<file path="config.mk">
export PLATFORM = sky130hd
export DESIGN_NAME = mul8_rr_scheduler_flat
export DESIGN_NICKNAME = d
export VERILOG_FILES = /design/src/rtl/mul8_rr_scheduler_if.sv /design/src/rtl/mul8_rr_scheduler.sv /design/src/flat_wrapper.sv
export SDC_FILE = /design/constraint.sdc
export NUM_CORES = 1
export LEC_CHECK = 0
export CORE_MARGIN = 2
export CORE_UTILIZATION = 41
export CTS_CLUSTER_SIZE = 10
export DETAILED_ROUTE_END_ITERATION = 16
export GPL_TIMING_DRIVEN = 0
export PLACE_DENSITY = 0.94
export REMOVE_ABC_BUFFERS = 1
export SETUP_SLACK_MARGIN = 0.2
export SYNTH_ARGS = -nofsm -noshare
export SYNTH_HDL_FRONTEND = slang
export SYNTH_SLANG_ARGS = --single-unit
</file>
<file path="constraint.sdc">
create_clock -name clk -period 3.64 [get_ports clk]
set_input_delay 0.546 -clock clk [delete_from_list [all_inputs] [get_ports clk]]
set_output_delay 0.546 -clock clk [all_outputs]
set_load 0.01 [all_outputs]
</file>
<file path="src/rtl/mul8_rr_scheduler_if.sv">
//------------------------------------------------------------------------------
// Module      : mul8_rr_scheduler_if
// Description : Bundle of the requester-side and multiplier-side signals of
//               the round-robin multiplier scheduler.
//               Requester side : req, req_a, req_b -> done, resp_product,
//                                resp_err, busy, gnt_idx
//               Multiplier side: mul_start, mul_a, mul_b <- mul_product,
//                                mul_done
//               slave  modport : the scheduler itself
//               master modport : the environment (requesters + multiplier)
// Revision    : 1.0  initial release
//------------------------------------------------------------------------------
`default_nettype none

interface mul8_rr_scheduler_if #(
  parameter int NUM_REQ = 4
);
  localparam int IDX_W = $clog2(NUM_REQ);

  logic [NUM_REQ-1:0]   req;
  logic [8*NUM_REQ-1:0] req_a;
  logic [8*NUM_REQ-1:0] req_b;
  logic [NUM_REQ-1:0]   done;
  logic [15:0]          resp_product;
  logic                 resp_err;
  logic                 busy;
  logic [IDX_W-1:0]     gnt_idx;
  logic                 mul_start;
  logic [7:0]           mul_a;
  logic [7:0]           mul_b;
  logic [15:0]          mul_product;
  logic                 mul_done;

  modport master (
    output req, req_a, req_b, mul_product, mul_done,
    input  done, resp_product, resp_err, busy, gnt_idx,
           mul_start, mul_a, mul_b
  );

  modport slave (
    input  req, req_a, req_b, mul_product, mul_done,
    output done, resp_product, resp_err, busy, gnt_idx,
           mul_start, mul_a, mul_b
  );
endinterface

`default_nettype wire

</file>
<file path="src/rtl/mul8_rr_scheduler.sv">
//------------------------------------------------------------------------------
// Module      : mul8_rr_scheduler
// Description : Round-robin scheduler time-sharing one sequential 8x8
//               multiplier among NUM_REQ requesters. Latches the winner's
//               operands, pulses mul_start, returns the product to the winner
//               with a one-hot done pulse. All outputs are registered.
// Ports       : clk, rst_n (async, active low), bus (mul8_rr_scheduler_if
//               slave modport: requester bus + multiplier bus)
// Options     : MUL8_SCHED_TIMEOUT_EN - enables a WAIT watchdog of
//               TIMEOUT_CYC cycles that completes the transaction with
//               resp_err=1 and product 0.
// Revision    : 1.0  initial release
//------------------------------------------------------------------------------
`default_nettype none

module mul8_rr_scheduler #(
  parameter int NUM_REQ     = 4,
  parameter int TIMEOUT_CYC = 64
) (
  input  wire logic           clk,
  input  wire logic           rst_n,
  mul8_rr_scheduler_if.slave  bus
);

  localparam int IDX_W = $clog2(NUM_REQ);

  if (NUM_REQ < 2 || NUM_REQ > 8 || TIMEOUT_CYC < 1) begin : g_bad_params
    $error("mul8_rr_scheduler: NUM_REQ must be 2..8 and TIMEOUT_CYC >= 1");
  end

  typedef enum logic [1:0] {
    ST_IDLE = 2'd0,
    ST_WAIT = 2'd1,
    ST_RESP = 2'd2
  } state_t;

  state_t               state_q, state_d;
  logic [IDX_W-1:0]     ptr_q, ptr_d;
  logic [IDX_W-1:0]     gnt_idx_q, gnt_idx_d;
  logic                 mul_start_q, mul_start_d;
  logic [7:0]           mul_a_q, mul_a_d;
  logic [7:0]           mul_b_q, mul_b_d;
  logic [NUM_REQ-1:0]   done_q, done_d;
  logic [15:0]          resp_product_q, resp_product_d;
  logic                 resp_err_q, resp_err_d;
  logic                 busy_q, busy_d;

`ifdef MUL8_SCHED_TIMEOUT_EN
  localparam int CNT_W = $clog2(TIMEOUT_CYC + 1);
  logic [CNT_W-1:0]     tmo_cnt_q, tmo_cnt_d;
`endif

  // Circular search starting at ptr: the previous winner sits at ptr-1, so it
  // is the last one considered.
  logic                 win_found;
  logic [IDX_W-1:0]     win_idx;

  always_comb begin
    win_found = 1'b0;
    win_idx   = ptr_q;
    for (int k = 0; k < NUM_REQ; k++) begin
      if (!win_found && bus.req[(int'(ptr_q) + k) % NUM_REQ]) begin
        win_found = 1'b1;
        win_idx   = IDX_W'((int'(ptr_q) + k) % NUM_REQ);
      end
    end
  end

  always_comb begin
    state_d        = state_q;
    ptr_d          = ptr_q;
    gnt_idx_d      = gnt_idx_q;
    mul_start_d    = 1'b0;
    mul_a_d        = mul_a_q;
    mul_b_d        = mul_b_q;
    done_d         = '0;
    resp_product_d = resp_product_q;
    resp_err_d     = resp_err_q;
`ifdef MUL8_SCHED_TIMEOUT_EN
    tmo_cnt_d      = tmo_cnt_q;
`endif

    case (state_q)
      ST_IDLE: begin
        if (win_found) begin
          gnt_idx_d   = win_idx;
          mul_a_d     = bus.req_a[8*int'(win_idx) +: 8];
          mul_b_d     = bus.req_b[8*int'(win_idx) +: 8];
          mul_start_d = 1'b1;
          state_d     = ST_WAIT;
`ifdef MUL8_SCHED_TIMEOUT_EN
          tmo_cnt_d   = '0;
`endif
        end
      end

      ST_WAIT: begin
        // A real completion takes precedence over the watchdog in the same cycle.
        if (bus.mul_done) begin
          resp_product_d = bus.mul_product;
          resp_err_d     = 1'b0;
          done_d         = NUM_REQ'(1) << gnt_idx_q;
          state_d        = ST_RESP;
        end
`ifdef MUL8_SCHED_TIMEOUT_EN
        else if (tmo_cnt_q == CNT_W'(TIMEOUT_CYC - 1)) begin
          resp_product_d = '0;
          resp_err_d     = 1'b1;
          done_d         = NUM_REQ'(1) << gnt_idx_q;
          state_d        = ST_RESP;
        end else begin
          tmo_cnt_d = tmo_cnt_q + 1'b1;
        end
`endif
      end

      ST_RESP: begin
        ptr_d   = (gnt_idx_q == IDX_W'(NUM_REQ - 1)) ? '0 : gnt_idx_q + 1'b1;
        state_d = ST_IDLE;
      end

      default: state_d = ST_IDLE;
    endcase

    busy_d = (state_d != ST_IDLE);
  end

  always_ff @(posedge clk or negedge rst_n) begin
    if (!rst_n) begin
      state_q        <= ST_IDLE;
      ptr_q          <= '0;
      gnt_idx_q      <= '0;
      mul_start_q    <= 1'b0;
      mul_a_q        <= '0;
      mul_b_q        <= '0;
      done_q         <= '0;
      resp_product_q <= '0;
      resp_err_q     <= 1'b0;
      busy_q         <= 1'b0;
`ifdef MUL8_SCHED_TIMEOUT_EN
      tmo_cnt_q      <= '0;
`endif
    end else begin
      state_q        <= state_d;
      ptr_q          <= ptr_d;
      gnt_idx_q      <= gnt_idx_d;
      mul_start_q    <= mul_start_d;
      mul_a_q        <= mul_a_d;
      mul_b_q        <= mul_b_d;
      done_q         <= done_d;
      resp_product_q <= resp_product_d;
      resp_err_q     <= resp_err_d;
      busy_q         <= busy_d;
`ifdef MUL8_SCHED_TIMEOUT_EN
      tmo_cnt_q      <= tmo_cnt_d;
`endif
    end
  end

  assign bus.done         = done_q;
  assign bus.resp_product = resp_product_q;
  assign bus.resp_err     = resp_err_q;
  assign bus.busy         = busy_q;
  assign bus.gnt_idx      = gnt_idx_q;
  assign bus.mul_start    = mul_start_q;
  assign bus.mul_a        = mul_a_q;
  assign bus.mul_b        = mul_b_q;

endmodule

`default_nettype wire

</file>
<file path="src/flat_wrapper.sv">
// flat-port wrapper written by rule: the top's interface ports become plain ports
module mul8_rr_scheduler_flat 
#(
  parameter int NUM_REQ     = 4,
  parameter int TIMEOUT_CYC = 64
)
  (clk, rst_n, bus_req, bus_req_a, bus_req_b, bus_mul_product, bus_mul_done, bus_done, bus_resp_product, bus_resp_err, bus_busy, bus_gnt_idx, bus_mul_start, bus_mul_a, bus_mul_b);
  mul8_rr_scheduler_if #(.NUM_REQ(NUM_REQ)) bus_i ();
  input  wire logic clk;
  input  wire logic rst_n;
  input wire logic [$bits(bus_i.req)-1:0] bus_req;
  input wire logic [$bits(bus_i.req_a)-1:0] bus_req_a;
  input wire logic [$bits(bus_i.req_b)-1:0] bus_req_b;
  input wire logic [$bits(bus_i.mul_product)-1:0] bus_mul_product;
  input wire logic [$bits(bus_i.mul_done)-1:0] bus_mul_done;
  output wire logic [$bits(bus_i.done)-1:0] bus_done;
  output wire logic [$bits(bus_i.resp_product)-1:0] bus_resp_product;
  output wire logic [$bits(bus_i.resp_err)-1:0] bus_resp_err;
  output wire logic [$bits(bus_i.busy)-1:0] bus_busy;
  output wire logic [$bits(bus_i.gnt_idx)-1:0] bus_gnt_idx;
  output wire logic [$bits(bus_i.mul_start)-1:0] bus_mul_start;
  output wire logic [$bits(bus_i.mul_a)-1:0] bus_mul_a;
  output wire logic [$bits(bus_i.mul_b)-1:0] bus_mul_b;
  assign bus_i.req = bus_req;
  assign bus_i.req_a = bus_req_a;
  assign bus_i.req_b = bus_req_b;
  assign bus_i.mul_product = bus_mul_product;
  assign bus_i.mul_done = bus_mul_done;
  assign bus_done = bus_i.done;
  assign bus_resp_product = bus_i.resp_product;
  assign bus_resp_err = bus_i.resp_err;
  assign bus_busy = bus_i.busy;
  assign bus_gnt_idx = bus_i.gnt_idx;
  assign bus_mul_start = bus_i.mul_start;
  assign bus_mul_a = bus_i.mul_a;
  assign bus_mul_b = bus_i.mul_b;
  mul8_rr_scheduler #(.NUM_REQ(NUM_REQ), .TIMEOUT_CYC(TIMEOUT_CYC)) u_core (.clk(clk), .rst_n(rst_n), .bus(bus_i));
endmodule
</file>
==> results.tsv, run 1 <==
metric	value	unit
async_reset_ff_frac	1.000	
multi_input_area	1021	um^2
firstDrtPassIters	4	
start_util	0.4306	
post-route-util	0.7030	
layout.nets	427	
antenna_found_initial	0	
maxSlewHeadroom	0.4129	
ctsResizeCount	0	
dpl-instance-area	3528	um^2
num_rows	26	
coreArea	5172	um^2
sw_frac_of_total	0.3450	
rsz0062_at_grt	no	
ir_drop	323.4	uV
synth_xor_area_frac	0	
setup.worst_path.end_class	flip-flop	
post-route-drc-count	0	
slowest_delay	780	ps
cts_buffers	5	
cap_violations	0	
r2r-start	u_core.state_q[1]	
ant_nets	0	
path_clk_slew	80	ps
synthMuxAreaShare	0.1489	
stdcell_area	3636	um^2
path_class	in -> reg	
grt_max_degree	28	
path_max_fanout	18	
hold_violations	0	
cts_root_buf	clkbuf_8	
wl_per_cell	15.07	um
wl	6133	um
clk_latency	290	ps
synth_ff_type	dfrtp_1	
tightest_slew	880.7	ps
clock_path_buffers	2	
ys_seq_area_frac	0.4944	
setup_violations	0	
clockPowerShare	0.158	
grt_pass1_wl	9984	um
synth.distinct_cells	29	
cts_setup_buffers	0	
synth_top_family_by_area	simple AND/OR/NAND/NOR gates	
worstPathRequired	3760	ps
power_frac_comb	0.497	
first_iter_violations	161	
place.gp.congestion	0.6911	
p_per_area	630.6	nW/um^2
dp_slack	360.2	ps
die_height	77.70	um
cts_hold_buf	0	
areaGrowthSynthToFinish	63.26	%
cp-startpoint	bus_req[1]	
grt_pass1_vias	2064	
via_per_inst	4.912	
boundaryPins	128	
synth_seq_cells	44	
clock_sinks	44	
crit_slowest_cell	or2_1	
fin_crit	2977	ps
tritoncts	yes	
seqPwrFrac	0.345	
dp_hpwl	4751	um
clock_skew	4.381	ps
n_fill_cell	387	
internal-power	1.502	mW
netlist_instances	214	
status	finished clean	
tns	0	ps
drive_gt1_frac	0.06825	
synth_simple_gate_area_frac	0.1601	
period_share	0.8179	
avgSynthCellArea	10.41	um^2
dr_total_vias	1999	
final-seq-area	1101	um^2
ys_warn_count	0	
crit_arrival	3100	ps
grt_util_all_layers	0.2078	
worstSetupStartpointType	input pin	
path_cells	clkdlybuf4s50_1 > nor4_1 > or3_1 > or2_1 > o221ai_1	
chipWidth	77.70	um
final_max_slew_viol_count	0	
holdWs	191.6	ps
fmax	0.3359	GHz
hp-class	in -> async	
synth_compound_area_frac	0.1202	
switchingPower	791.2	uW
antenna_cells	0	
grt_overflow	0	
io_buffers	126	
syn_area	2227	um^2
synth_edf_count	0	
fin_ws	663.0	ps
dieArea	6037	um^2
cts_max_level	2	
total_leakage_power	1.624	nW
synth_fa_ha_area_frac	0.02247	
## registers in the layout, indices dropped and copies added (netlist names), 2 cells and up
name                     flops
u_core.bus.done              4
u_core.bus.gnt_idx           2
u_core.bus.mul_b             8
u_core.bus.mul_a             8
u_core.state_q               2
u_core.ptr_q                 2
u_core.bus.resp_product     16
## path summary, 6_finish.rpt
kind / to / slack, ps / cells after the start
setup reg to reg: u_core.bus.mul_a[7] / 1410 / 3
hold / removal: u_core.bus.resp_product[9] / 190 / 1
min in group clk: u_core.bus.busy / 470 / 1
max in group asynchronous: u_core.bus.mul_b[2] / 2960 / 2
setup / recovery: u_core.bus.mul_a[7] / 660 / 5
hold reg to reg: u_core.bus.busy / 470 / 1
## critical path: cells and delay by family
kind,cells,cell delay (ps)
buffers and inverters,1,490
and+or+nand+nor,3,1780
AOI/OAI and AO/OA,1,270
## power groups by stage
stage | Clock, mW | Sequential, mW | Combinational (mW)
after floorplan | 0 | 0.868 | 0.481
after global placement | 0 | 0.787 | 1.10
after detailed placement | 0 | 0.805 | 1.15
after CTS | 0.373 | 0.794 | 1.15
after global routing | 0.396 | 0.818 | 1.23
final | 0.362 | 0.792 | 1.14
## cells by family after synthesis
logic type	count (synthesis)
other cells	1
flops	44
fa+ha+maj	4
simple gates	86
buf+inv	19
mux	33
compound gates	27
## cell usage after synthesis, types with 2 or more instances
library cell,number,area (um^2)
buf_4,3,22.52
o221ai_1,7,61.31
nor2b_1,2,12.51
dfrtp_1,44,1101
buf_2,2,10.01
clkbuf_1,5,18.77
buf_6,2,22.52
mux2i_1,32,320.3
nand2_1,70,262.8
ha_1,4,50.05
inv_1,6,22.52
nor2_1,3,11.26
and2_1,5,31.28
a21oi_1,4,20.02
o221ai_2,9,135.1
o21ai_0,3,15.01
## layer usage
| layer | routed length [um] | GRT usage | vias up | part of all wire |
|---|---|---|---|---|
| li1 | - | - | 968 | - |
| met2 | 3063 | 0.3707 | 96 | 0.50 |
| met1 | 2476 | 0.2457 | 931 | 0.40 |
| met4 | 40 | 0.04286 | 0 | 0.0065 |
| met3 | 553 | 0.06395 | 4 | 0.090 |
| met5 | 0 | 0 | - | 0 |
## area by class of cell
| type | count | share of cell area |
|---|---|---|
| tap | 70 | 0.02409 |
| clock inverter | 2 | 0.009635 |
| clock buffer | 6 | 0.01996 |
| multi-input combinational | 151 | 0.2808 |
| inverter | 6 | 0.006194 |
| sequential | 44 | 0.3028 |
| timing repair buffer | 128 | 0.3565 |
## cells in the final DEF (no fill, tap or decap), types with 2 or more instances in the layout
cell             netlist  layout
a21oi_1                4       4
and2_1                 5       5
buf_12                 1       2
clkbuf_8               0       5
clkdlybuf4s50_1        0     125
dfrtp_1               44      44
ha_1                   4       4
inv_1                  6       6
mux2i_1               32      32
nand2_1               70      70
nor2_1                 3       3
nor2b_1                2       2
o21ai_0                3       3
o221ai_1               7       7
o221ai_2               9       9
## through the flow
step	cells	total power [mW]
6_report	407	2.293
5_1_grt	407	2.447
4_1_cts	407	2.322
3_5_place_dp	399	1.954
3_3_place_gp	397	1.892
2_1_floorplan	201	1.349
No activity file was read; power rests on OpenSTA's default activity.
==> inputs of run 2 (changes only) <==
- CORE_UTILIZATION: 41 -> 38
- PLACE_DENSITY: 0.94 -> 0.88
- clock period: 3.64 -> 2.9 ns (I/O delays scaled with it)
==> results.tsv, run 2 (synthesis gave the netlist of run 1 again) <==
metric	value	unit	change
io_buffers	126		unchanged
largest_reg_flops	16		unchanged
n_fill_cell	442		+14%
cap_violations	0		unchanged
p_total	2.876	mW	+25%
grt_max_degree	35		+25%
crit_arrival	2580	ps	-520 ps
grt_pass1_vias	2006		-2.8%
drive_gt1_frac	0.07418		+0.005935
antenna_found_initial	0		unchanged
via_per_inst	4.900		-0.24%
cts_max_level	2		unchanged
place.gp.congestion	0.7322		+5.9%
worstPathRequired	3100	ps	-660 ps
holdWs	12.33	ps	-179.2 ps
period_share	0.8197		
ir_drop	373.2	uV	+15%
coreArea	5574	um^2	+7.8%
ant_nets	0		unchanged
cts_buffers	5		unchanged
start_util	0.3996		-0.03102
final_cell_mix	125 x clkdlybuf4s50_1, 70 x nand2_1, 44 x dfrtp_1		
final-seq-area	1101	um^2	unchanged
fmax	0.4207	GHz	
multi_input_area	1022	um^2	+0.12%
setup_violations	0		unchanged
worstSetupStartpointType	input pin		
boundaryPins	128		unchanged
layout_commonest_cell	clkdlybuf4s50_1		
total_leakage_power	1.624	nW	about the same
maxSlewHeadroom	0.5959		+0.1830
layout.nets	427		unchanged
grt_overflow	0		unchanged
setup.worst_path.end_class	flip-flop		
num_rows	27		+3.8%
clock_path_buffers	2		unchanged
dieArea	6489	um^2	+7.5%
areaGrowthSynthToFinish	63.43	%	
path_class	in -> reg		
dp_hpwl	4708	um	-0.90%
hold_violations	0		unchanged
antenna_cells	0		unchanged
ff2ff_setup_slack	820	ps	-590 ps
grt_util_all_layers	0.1879		-0.01991
wl_per_cell	14.96	um	-0.70%
path_clk_slew	80	ps	about the same
grt_pass1_wl	9342	um	-6.4%
wl	6120	um	-0.21%
die_height	80.56	um	+3.7%
cts_root_buf	clkbuf_8		
first_iter_violations	70		-57%
clock_sinks	44		unchanged
hp-class	in -> async		
status	finished clean		
post-route-drc-count	0		unchanged
tightest_slew	605.5	ps	-275.2 ps
rsz0062_at_grt	no		
tns	0	ps	unchanged
firstDrtPassIters	4		unchanged
dr_total_vias	2004		+0.25%
fin_crit	2377	ps	
chipWidth	80.56	um	+3.7%
clk_latency	300	ps	about the same
tritoncts	yes		
p_per_area	790.1	nW/um^2	+25%
path_max_fanout	18		unchanged
clock_skew	3.649	ps	-0.7313 ps
final_max_slew_viol_count	0		unchanged
cts_setup_buffers	0		unchanged
==> run 2: cell count changes in the layout (fill, tap and decap cells not counted) <==
cell / before / now
or2_1: 1 / 0
or3_1: 1 / 0
or2_2: 1 / 2
or3_2: 0 / 1
==> run 2: worst max-delay path: stages <==
cell             delay (ps)
clkdlybuf4s50_1         570
nor4_1                  100
or3_2                   620
or2_2                   570
o221ai_1                270
==> run 2: power breakdown <==
| part | internal (mW) | leakage [nW] | total [mW] | switching [mW] |
|---|---|---|---|---|
| clock | 0.256 | 0.0552 | 0.461 | 0.205 |
| combinational | 0.786 | 1.02 | 1.42 | 0.634 |
| sequential | 0.845 | 0.547 | 0.995 | 0.150 |
| total | 1.89 | 1.62 | 2.88 | 0.989 |
==> run 2: layout make-up <==
cell class,instances,share of cell area
Clock buffer,6,0.01994
Clock inverter,2,0.009625
Inverter,6,0.006188
Multi-Input combinational cell,151,0.2809
Sequential cell,44,0.3025
Tap cell,72,0.02475
Timing Repair Buffer,128,0.3561
==> run 2: repair_timing <==
action,4_1_cts,5_1_grt
resized for setup,1,1
endpoints found under the setup margin,17,16
hold buffers,0,0
endpoints found under the hold margin,0,0
pin swaps,0,0
==> run 2: path summary, 6_finish.rpt <==
path / from / to / cells past startpoint
min in group clk: u_core.bus.resp_product[3] / u_core.bus.resp_product[3] / 2
min reg2reg: u_core.bus.resp_product[3] / u_core.bus.resp_product[3] / 2
max reg2reg: u_core.ptr_q[1] / u_core.bus.mul_b[1] / 6
max: bus_req[1] / u_core.bus.mul_b[7] / 5
max in group asynchronous: rst_n / u_core.bus.mul_b[5] / 2
min: rst_n / u_core.bus.resp_product[6] / 1
==> run 2: metrics by stage <==
step	util	cell area [um^2]	instances	setup WS [ps]
finish	0.6530	3640	409	522.9
global route	0.6530	3640	409	389.2
CTS	0.6528	3638	409	318.2
detailed placement	0.6334	3531	401	-246.4
global placement	0.6251	3485	399	-748.6
floorplan	-	2133	201	264.9
==> run 2: per-layer routing <==
layer,vias to the layer above,share of wire,track usage
li1,970,-,-
met1,929,0.37,0.2031
met2,100,0.49,0.3408
met3,5,0.13,0.07865
met4,0,0.0075,0.04068
met5,-,0,0
